File: src/rtl/rr_select_arbiter_if.sv
// ---------------------------------------------------------------------------
// rr_select_arbiter_if
//   Bundles the request/grant signals of the round-robin select arbiter.
//
//   Signals:
//     req         [15:0]  request vector, bit i = requester i wants the resource
//     done                granted requester has finished (looked at only in BUSY)
//     select      [3:0]   index of the current or most recent winner
//     grant       [15:0]  one-hot grant, 1 << select while grant_valid is high
//     grant_valid         a grant is active
//     timeout             one-cycle pulse after a hold-limit force-release
//
//   Modports:
//     master : requester side (drives req/done, observes the arbiter outputs)
//     slave  : arbiter side   (observes req/done, drives the outputs)
// ---------------------------------------------------------------------------
interface rr_select_arbiter_if;
  logic [15:0] req;
  logic        done;
  logic [3:0]  select;
  logic [15:0] grant;
  logic        grant_valid;
  logic        timeout;

  modport master (
    output req,
    output done,
    input  select,
    input  grant,
    input  grant_valid,
    input  timeout
  );

  modport slave (
    input  req,
    input  done,
    output select,
    output grant,
    output grant_valid,
    output timeout
  );
endinterface

File: src/rtl/rr_select_arbiter.sv
// ---------------------------------------------------------------------------
// rr_select_arbiter
//   Round-robin arbiter for a 16-way shared resource that is addressed
//   through a 4-to-16 decoder. A winner is chosen by a circular search that
//   starts at a rotating pointer; the grant is held until the requester
//   signals done, withdraws its request, or the hold limit expires. Every
//   grant is followed by one GAP cycle and one IDLE cycle.
//
//   Parameters:
//     MAX_HOLD : maximum number of BUSY cycles per grant (2..255)
//
//   Ports:
//     clk  : system clock, rising edge
//     rst  : synchronous active-high reset
//     bus  : rr_select_arbiter_if.slave (req/done in; select/grant/
//            grant_valid/timeout out, all outputs registered)
// ---------------------------------------------------------------------------
module rr_select_arbiter #(
  parameter int unsigned MAX_HOLD = 8
) (
  input  logic                  clk,
  input  logic                  rst,
  rr_select_arbiter_if.slave    bus
);

  typedef enum logic [1:0] {
    ST_IDLE = 2'd0,
    ST_BUSY = 2'd1,
    ST_GAP  = 2'd2
  } state_t;

  localparam logic [7:0] HOLD_LAST = 8'(MAX_HOLD - 1);

  state_t      state_q, state_d;
  logic [3:0]  ptr_q, ptr_d;
  logic [3:0]  select_q, select_d;
  logic [15:0] grant_q, grant_d;
  logic        grant_valid_q, grant_valid_d;
  logic        timeout_q, timeout_d;
  logic [7:0]  hold_q, hold_d;

  // Request vector rotated so that bit 0 corresponds to requester ptr_q.
  // The lowest set bit of the rotated vector is then the circular winner.
  logic [15:0] req_rot;

  for (genvar gi = 0; gi < 16; gi++) begin : g_rot
    logic [3:0] src_idx;
    assign src_idx     = ptr_q + 4'(gi);
    assign req_rot[gi] = bus.req[src_idx];
  end

  logic [3:0] win_offset;
  logic [3:0] winner;

  always_comb begin
    win_offset = 4'd0;
    // Descending scan so the lowest set bit is the last one written.
    for (int i = 15; i >= 0; i--) begin
      if (req_rot[i]) begin
        win_offset = 4'(i);
      end
    end
  end

  assign winner = ptr_q + win_offset;

  always_comb begin
    state_d       = state_q;
    ptr_d         = ptr_q;
    select_d      = select_q;
    grant_d       = grant_q;
    grant_valid_d = grant_valid_q;
    timeout_d     = 1'b0;
    hold_d        = hold_q;

    case (state_q)
      ST_IDLE: begin
        grant_d       = 16'h0000;
        grant_valid_d = 1'b0;
        if (|bus.req) begin
          state_d       = ST_BUSY;
          select_d      = winner;
          grant_d       = 16'h0001 << winner;
          grant_valid_d = 1'b1;
          ptr_d         = winner + 4'd1;
          hold_d        = 8'd0;
        end
      end

      ST_BUSY: begin
        // Priority: done, then withdrawal, then hold limit. Done and the
        // limit together is a normal completion, so no timeout pulse.
        if (bus.done) begin
          state_d       = ST_GAP;
          grant_d       = 16'h0000;
          grant_valid_d = 1'b0;
        end else if (!bus.req[select_q]) begin
          state_d       = ST_GAP;
          grant_d       = 16'h0000;
          grant_valid_d = 1'b0;
        end else if (hold_q == HOLD_LAST) begin
          state_d       = ST_GAP;
          grant_d       = 16'h0000;
          grant_valid_d = 1'b0;
          timeout_d     = 1'b1;
        end else begin
          hold_d = hold_q + 8'd1;
        end
      end

      ST_GAP: begin
        // Requests are deliberately ignored here; select keeps the last
        // winner so the decoder input does not glitch.
        state_d       = ST_IDLE;
        grant_d       = 16'h0000;
        grant_valid_d = 1'b0;
      end

      default: begin
        state_d       = ST_IDLE;
        grant_d       = 16'h0000;
        grant_valid_d = 1'b0;
      end
    endcase
  end

  always_ff @(posedge clk) begin
    if (rst) begin
      state_q       <= ST_IDLE;
      ptr_q         <= 4'd0;
      select_q      <= 4'd0;
      grant_q       <= 16'h0000;
      grant_valid_q <= 1'b0;
      timeout_q     <= 1'b0;
      hold_q        <= 8'd0;
    end else begin
      state_q       <= state_d;
      ptr_q         <= ptr_d;
      select_q      <= select_d;
      grant_q       <= grant_d;
      grant_valid_q <= grant_valid_d;
      timeout_q     <= timeout_d;
      hold_q        <= hold_d;
    end
  end

  assign bus.select      = select_q;
  assign bus.grant       = grant_q;
  assign bus.grant_valid = grant_valid_q;
  assign bus.timeout     = timeout_q;

endmodule

File: src/flat_wrapper.sv
// flat-port wrapper written by rule: the top's interface ports become plain ports
module rr_select_arbiter_flat 
#(
  parameter int unsigned MAX_HOLD = 8
)
  (clk, rst, bus_req, bus_done, bus_select, bus_grant, bus_grant_valid, bus_timeout);
  rr_select_arbiter_if bus_i ();
  input  logic clk;
  input  logic rst;
  input wire logic [$bits(bus_i.req)-1:0] bus_req;
  input wire logic [$bits(bus_i.done)-1:0] bus_done;
  output wire logic [$bits(bus_i.select)-1:0] bus_select;
  output wire logic [$bits(bus_i.grant)-1:0] bus_grant;
  output wire logic [$bits(bus_i.grant_valid)-1:0] bus_grant_valid;
  output wire logic [$bits(bus_i.timeout)-1:0] bus_timeout;
  assign bus_i.req = bus_req;
  assign bus_i.done = bus_done;
  assign bus_select = bus_i.select;
  assign bus_grant = bus_i.grant;
  assign bus_grant_valid = bus_i.grant_valid;
  assign bus_timeout = bus_i.timeout;
  rr_select_arbiter #(.MAX_HOLD(MAX_HOLD)) u_core (.clk(clk), .rst(rst), .bus(bus_i));
endmodule
File: config.mk
export PLATFORM = sky130hd
export DESIGN_NAME = rr_select_arbiter_flat
export DESIGN_NICKNAME = d
export VERILOG_FILES = /design/src/rtl/rr_select_arbiter_if.sv /design/src/rtl/rr_select_arbiter.sv /design/src/flat_wrapper.sv
export SDC_FILE = /design/constraint.sdc
export NUM_CORES = 1
export LEC_CHECK = 0
export CORE_AREA = 2 2 111 59
export DETAILED_ROUTE_END_ITERATION = 12
export DIE_AREA = 0 0 113 61
export PLACE_DENSITY = 0.78
export SYNTH_ARGS = -nofsm -noshare
export SYNTH_HDL_FRONTEND = slang
export SYNTH_SLANG_ARGS = --single-unit
export TNS_END_PERCENT = 10
File: constraint.sdc
create_clock -name clk -period 5.87 [get_ports clk]
set_clock_uncertainty 0.2 [all_clocks]
set_input_delay 1.4675 -clock clk [delete_from_list [all_inputs] [get_ports clk]]
set_output_delay 1.4675 -clock clk [all_outputs]
set_load 0.03 [all_outputs]
==> qor.yml, run 1 <==
clocking:
  clock_latency_ns: 0.28
  cts_tree: "yes"
  cts_hold_buffers: 0
  cts_resized: 0
  h-tree-depth: 2
  post_cts_buffers: 0
  cts.sinks: 36
  cts_buffer_depth: 2
  numCtsBuffers: 5
  clkTransAtPathRegs_ns: 0.06
  clockRootBuffer: "clkbuf_16"
sta:
  final_max_slew_viol_count: 0
  worstMarginPinSlew_ns: 0.8390
  setup_viol: 0
  max_slew_margin_pct: 43.69
  hold_viol_final: 0
  post-route-min-period_ns: 5.650
  setup_tns_ns: 0
  fmax_mhz: 177.0
  rsz0062_at_grt: "false"
  fin_crit_sh_pct: 96.26
worst_setup_path:
  reg2reg_to: "u_core.bus.grant[1]"
  slowest_stage: "clkdlybuf4s50_1"
  reg2regPathDepth: 15
  critPathMaxStageDelay_ns: 0.55
  crit_top_cell: "ha_1"
  worstPathCellList: "clkdlybuf4s50_1 > mux4_2 > mux4_2 > or2_2 > a2111oi_0 > a21o_1 > ha_1 > fa_1 > ha_1 > ha_1 > mux2i_1 > nor2_1"
  worst_r2r_startpoint: "u_core.ptr_q[1]"
  crit_path_end: "u_core.ptr_q[2]"
  r2r_slack_ns: 1.06
  critPathKind: "input port to flop"
  path_depth: 12
  critPathCaptureType: "flop"
  cp.required_ns: 5.82
  cp_top_family: "multiplexers"
  crit_arrival_ns: 5.60
  critPathLaunch: "bus_req[7]"
  worst-path-buf-inv: 1
  cp_max_fo: 7
  cp-start-kind: "input port"
layout:
  multi_input_area_um2: 2042
  diodes: 0
  num-nets-final: 349
  synthToLayoutAreaGrowth_pct: 21.53
  fill_cells: 504
  layout-drive-gt1-share_pct: 17.89
  instances_no_fill: 390
  seq_area_um2: 720.7
  utilization_pct: 59.68
placement:
  port_buffers: 40
  gp_congestion: 0.9565
  dp_hpwl_um: 5507
  placed_cells_incl_taps: 382
pwr:
  swShare_pct: 46.89
  seq_power_share_pct: 14.9
  power_leakage_nw: 1.262
  p_per_area_nw_per_um2: 652.0
  p_int_mw: 1.221
  p_switching_mw: 1.078
  max-vdd-ir-drop_mv: 0.3636
  power.total_mw: 2.298
  pwr-share-comb_pct: 71.9
  clkPwrFrac_pct: 13.2
grt:
  grt_max_degree: 23
  grt_pass1_vias: 2352
  track_usage_pct: 22.69
  grt_pass1_wl_um: 11940
  antenna_found_initial: 0
  gr-total-overflow: 0
detailed_routing:
  wl_per_cell_um: 18.69
  initialDrtViolationCount: 195
  drcViolationCount: 0
  dr.pass1.iters: 4
  via_per_inst: 6.303
  wl_um: 7291
  vias: 2458
  ant_nets: 0
synth:
  synthArstFlopShare_pct: 0
  synth_sequential_area_ratio_pct: 24.85
  synthesis.nets: 312
  synth.distinct_cells: 46
  ys.flop_type: "dfxtp_1"
  syn_avg_cell_area_um2: 10.55
  yosysWarnings: 0
  yosys-top-cells-area: "mux4_2 (27%), dfxtp_1 (25%), ha_1 (7.3%)"
  netlist_top_cells_count: "dfxtp_1 (36), mux4_2 (35), nor2_1 (22)"
  synth_top_area_cell: "mux4_2"
  synth_top_area_share_pct: 27.18
  synth.most_common_cell: "dfxtp_1"
  netlist_area_um2: 2900
  syn_inst: 275
  ys_ff_latch: 36
  synth_edf_count: 0
floorplanning:
  die_w_um: 113
  fp.dieH_um: 61
  start_util_pct: 49.11
  ioPinCount: 41
  rows: 20
  core_area_um2: 5906
  dieArea_um2: 6893
run_status:
  outcome: "finished clean"
min_path:
  hp-class: "flop to flop"
run:
  maxCapViolCount: 0
-- metal layers --
layer / vias up / share of wire (%) / GRT usage, %
met3: 9 / 11 / 6.593
met4: 0 / 0.77 / 5.226
met2: 139 / 43 / 34.82
met5: - / 0 / 0
li1: 1119 / - / -
met1: 1191 / 45 / 32.37
-- state kept, by name, indices dropped and copies added, names as in the netlist --
register,flops
u_core.bus.timeout,1
u_core.bus.select,4
u_core.bus.grant,16
u_core.ptr_q,4
u_core.state_q,2
u_core.bus.grant_valid,1
u_core.hold_q,8
-- cells by family (layout without fill, tap and decap cells) --
family / count (synthesis) / in the layout / share of synthesized area [%]
buffers and inverters: 30 / 68 / 4.918
AND/OR/NAND/NOR: 77 / 77 / 12.86
flip-flops: 36 / 36 / 24.85
XOR/XNOR: 19 / 19 / 5.738
AO/OA/AOI/OAI: 44 / 44 / 10.87
multiplexers: 51 / 51 / 32.74
adder cells (fa/ha/maj): 18 / 18 / 8.024
-- layout make-up --
| type | instances | share of cell area [%] |
|---|---|---|
| timing repair buffer | 46 | 12.64 |
| tap | 77 | 2.733 |
| clock inverter | 3 | 1.207 |
| clock buffer | 5 | 3.550 |
| inverter | 14 | 1.491 |
| sequential | 36 | 20.45 |
| multi-input combinational | 209 | 57.93 |
-- cell usage in the layout (no fill, tap or decap), types with 3 or more instances in the layout --
cell,Yosys,routed
nand3_1,3,3
dfxtp_1,36,36
a32o_1,8,8
mux2i_1,15,15
or2_2,3,3
xor2_1,4,4
mux4_2,35,35
clkbuf_16,0,5
nor3_1,10,9
nor2b_1,3,3
buf_4,1,6
xnor2_1,15,15
nand2_1,20,20
inv_1,14,14
o21ai_1,9,9
nor2_1,22,22
o21ai_0,3,3
a21o_1,3,3
nor4_1,5,5
clkdlybuf4s50_1,0,40
ha_1,17,17
or3_1,3,3
a21oi_1,8,8
a211oi_1,3,3
-- power groups by stage --
stage	sequential, mW	combinational [mW]	clock, mW
2_1_floorplan	0.387	1.20	0
3_3_place_gp	0.347	1.54	0
3_5_place_dp	0.349	1.59	0
4_1_cts	0.345	1.62	0.307
5_1_grt	0.352	1.79	0.316
6_report	0.344	1.65	0.303
-- worst min path at each step --
stage                    startpoint                    to  slack [ns]  cells after the start
2_1_floorplan      u_core.hold_q[3]      u_core.hold_q[3]        0.28                      2
3_3_place_gp   u_core.bus.grant[13]  u_core.bus.grant[13]        0.24                      2
3_5_place_dp   u_core.bus.grant[13]  u_core.bus.grant[13]        0.24                      2
4_1_cts        u_core.bus.grant[13]  u_core.bus.grant[13]        0.24                      2
5_1_grt        u_core.bus.grant[13]  u_core.bus.grant[13]        0.26                      2
6_report       u_core.bus.grant[13]  u_core.bus.grant[13]        0.24                      2
-- per-stage QoR --
step | worst slack, ns | instance area (um2) | hold slack [ns]
2_1_floorplan | 0.8539 | 2900 | 0.2841
3_3_place_gp | 0.2221 | 3357 | 0.2403
3_5_place_dp | 0.04789 | 3357 | 0.2362
4_1_cts | 0.2697 | 3525 | 0.2444
5_1_grt | 0.08948 | 3525 | 0.2625
6_report | 0.2198 | 3525 | 0.2446
-- tightest hold or removal path, delay by kind of cell, from the launching register on --
kind	cells	cell delay, ns
and+or+nand+nor	1	0.05
DFF	1	0.31
AOI/OAI and AO/OA	1	0.05
Note: power is estimated with default switching activity, not from simulation.
==> run 2: changes to the inputs <==
--- a/config.mk
+++ b/config.mk
@@ -8,7 +8,7 @@
 export CORE_AREA = 2 2 111 59
 export DETAILED_ROUTE_END_ITERATION = 12
 export DIE_AREA = 0 0 113 61
-export PLACE_DENSITY = 0.78
+export PLACE_DENSITY = 0.79
 export SYNTH_ARGS = -nofsm -noshare
 export SYNTH_HDL_FRONTEND = slang
 export SYNTH_SLANG_ARGS = --single-unit
==> qor.yml, run 2 (synthesis results as in run 1) <==
detailed_routing:
  wl_per_cell_um: 18.75
  drcViolationCount: 0
  initialDrtViolationCount: 169
  vias: 2454
  via_per_inst: 6.276
  wl_um: 7330
  dr.pass1.iters: 4
  ant_nets: 0
worst_setup_path:
  reg2reg_to: "u_core.bus.grant[7]"
  critPathCaptureType: "flop"
  critPathKind: "input port to flop"
  cp.required_ns: 5.82
  cp-start-kind: "input port"
  critPathLaunch: "bus_req[9]"
  crit_top_cell: "ha_1"
  critPathMaxStageDelay_ns: 0.59
  worst_r2r_startpoint: "u_core.ptr_q[1]"
  reg2regPathDepth: 15
  r2r_slack_ns: 1.14
  slowest_stage: "mux4_2"
  cp_max_fo: 7
  worstPathCellList: "clkdlybuf4s50_1 > mux4_2 > mux4_2 > or2_2 > a2111oi_0 > a21o_1 > ha_1 > fa_1 > ha_1 > ha_1 > mux2i_1 > nor2_1"
  worst-path-buf-inv: 1
  crit_arrival_ns: 5.41
  crit_path_end: "u_core.ptr_q[2]"
  cp_top_family: "multiplexers"
  path_depth: 12
grt:
  grt_max_degree: 23
  track_usage_pct: 23.02
  gr-total-overflow: 0
  antenna_found_initial: 0
  grt_pass1_wl_um: 12130
  grt_pass1_vias: 2421
pwr:
  max-vdd-ir-drop_mv: 0.3058
  p_per_area_nw_per_um2: 634.9
  power_leakage_nw: 1.260
  power.total_mw: 2.224
sta:
  max_slew_margin_pct: 45.09
  hold_viol_final: 0
  post-route-min-period_ns: 5.465
  final_max_slew_viol_count: 0
  setup_tns_ns: 0
  setup_viol: 0
  fmax_mhz: 183.0
  fin_crit_sh_pct: 93.10
  worstMarginPinSlew_ns: 0.8182
  rsz0062_at_grt: "false"
min_path:
  hp-class: "flop to flop"
placement:
  dp_hpwl_um: 5514
  gp_congestion: 0.9470
  port_buffers: 40
clocking:
  h-tree-depth: 2
  clockRootBuffer: "clkbuf_16"
  cts_resized: 0
  post_cts_buffers: 0
  clkTransAtPathRegs_ns: 0.06
  numCtsBuffers: 5
  cts_hold_buffers: 0
  cts_tree: "yes"
  clock_latency_ns: 0.28
  cts_buffer_depth: 2
  cts.sinks: 36
layout:
  diodes: 0
  largest_reg_flops: 16
  synthToLayoutAreaGrowth_pct: 20.79
  fill_cells: 482
  seq_area_um2: 720.7
  multi_input_area_um2: 2037
  final_common_cell: "clkdlybuf4s50_1"
  final_cell_mix: "clkdlybuf4s50_1 (40), dfxtp_1 (36), mux4_2 (35)"
  num-nets-final: 350
  layout-drive-gt1-share_pct: 17.83
floorplanning:
  dieArea_um2: 6893
  fp.dieH_um: 61
  rows: 20
  die_w_um: 113
  core_area_um2: 5906
  ioPinCount: 41
  start_util_pct: 49.11
run_status:
  outcome: "finished clean"
run:
  maxCapViolCount: 0
-- run 2: changes by cell type in the layout (fill, tap and decap cells not counted), sizes merged --
| cell | delta |
|---|---|
| bufinv | -1 |
| clkinvlp | -1 |
| clkinv | +2 |
| buf | +1 |
-- run 2: through the flow --
stage | util [%] | instance area, um2 | instances | hold slack (ns) | setup slack [ns]
finish | 59.32 | 3503 | 391 | 0.2430 | 0.4049
global route | 59.32 | 3503 | 391 | 0.2564 | 0.2328
CTS | 59.32 | 3503 | 391 | 0.2472 | 0.4503
detailed placement | 56.89 | 3359 | 383 | 0.2393 | 0.1712
global placement | 56.89 | 3359 | 383 | 0.2367 | 0.3037
floorplan | - | 2900 | 275 | 0.2841 | 0.8539
-- run 2: area by class of cell --
type,count,area share [%]
multi-input combinational,209,58.14
sequential,36,20.57
timing repair buffer,47,12.93
clock buffer,5,3.571
tap,77,2.750
inverter,14,1.500
clock inverter,3,0.5357
-- run 2: worst min-delay path, stage by stage (launching register included) --
cell and delay (ns):
dfxtp_1 0.30, nand2_1 0.05, o21ai_1 0.05
-- run 2: where the power goes --
| part | leakage (nW) | switching (mW) | internal, mW |
|---|---|---|---|
| sequential | 0.293 | 0.0461 | 0.296 |
| clock | 0.0736 | 0.104 | 0.156 |
| combinational | 0.894 | 0.894 | 0.728 |
-- run 2: worst min-delay path by stage --
stage,start,to,slack (ns),cells past startpoint
3_3_place_gp,u_core.bus.grant[14],u_core.bus.grant[14],0.24,2
6_report,u_core.bus.grant[13],u_core.bus.grant[13],0.24,2
3_5_place_dp,u_core.bus.grant[12],u_core.bus.grant[12],0.24,2
4_1_cts,u_core.bus.grant[10],u_core.bus.grant[10],0.25,2
2_1_floorplan,u_core.hold_q[3],u_core.hold_q[3],0.28,2
5_1_grt,u_core.bus.grant[9],u_core.bus.grant[9],0.26,2
-- run 2: layer usage --
metal | wire (um) | share of wire, % | track usage [%] | vias to the layer above
li1 | - | - | - | 1119
met1 | 3077 | 42 | 31.00 | 1180
met2 | 3246 | 44 | 35.76 | 139
met3 | 874 | 12 | 7.592 | 16
met4 | 131 | 1.8 | 8.014 | 0
met5 | 0 | 0 | 0 | -
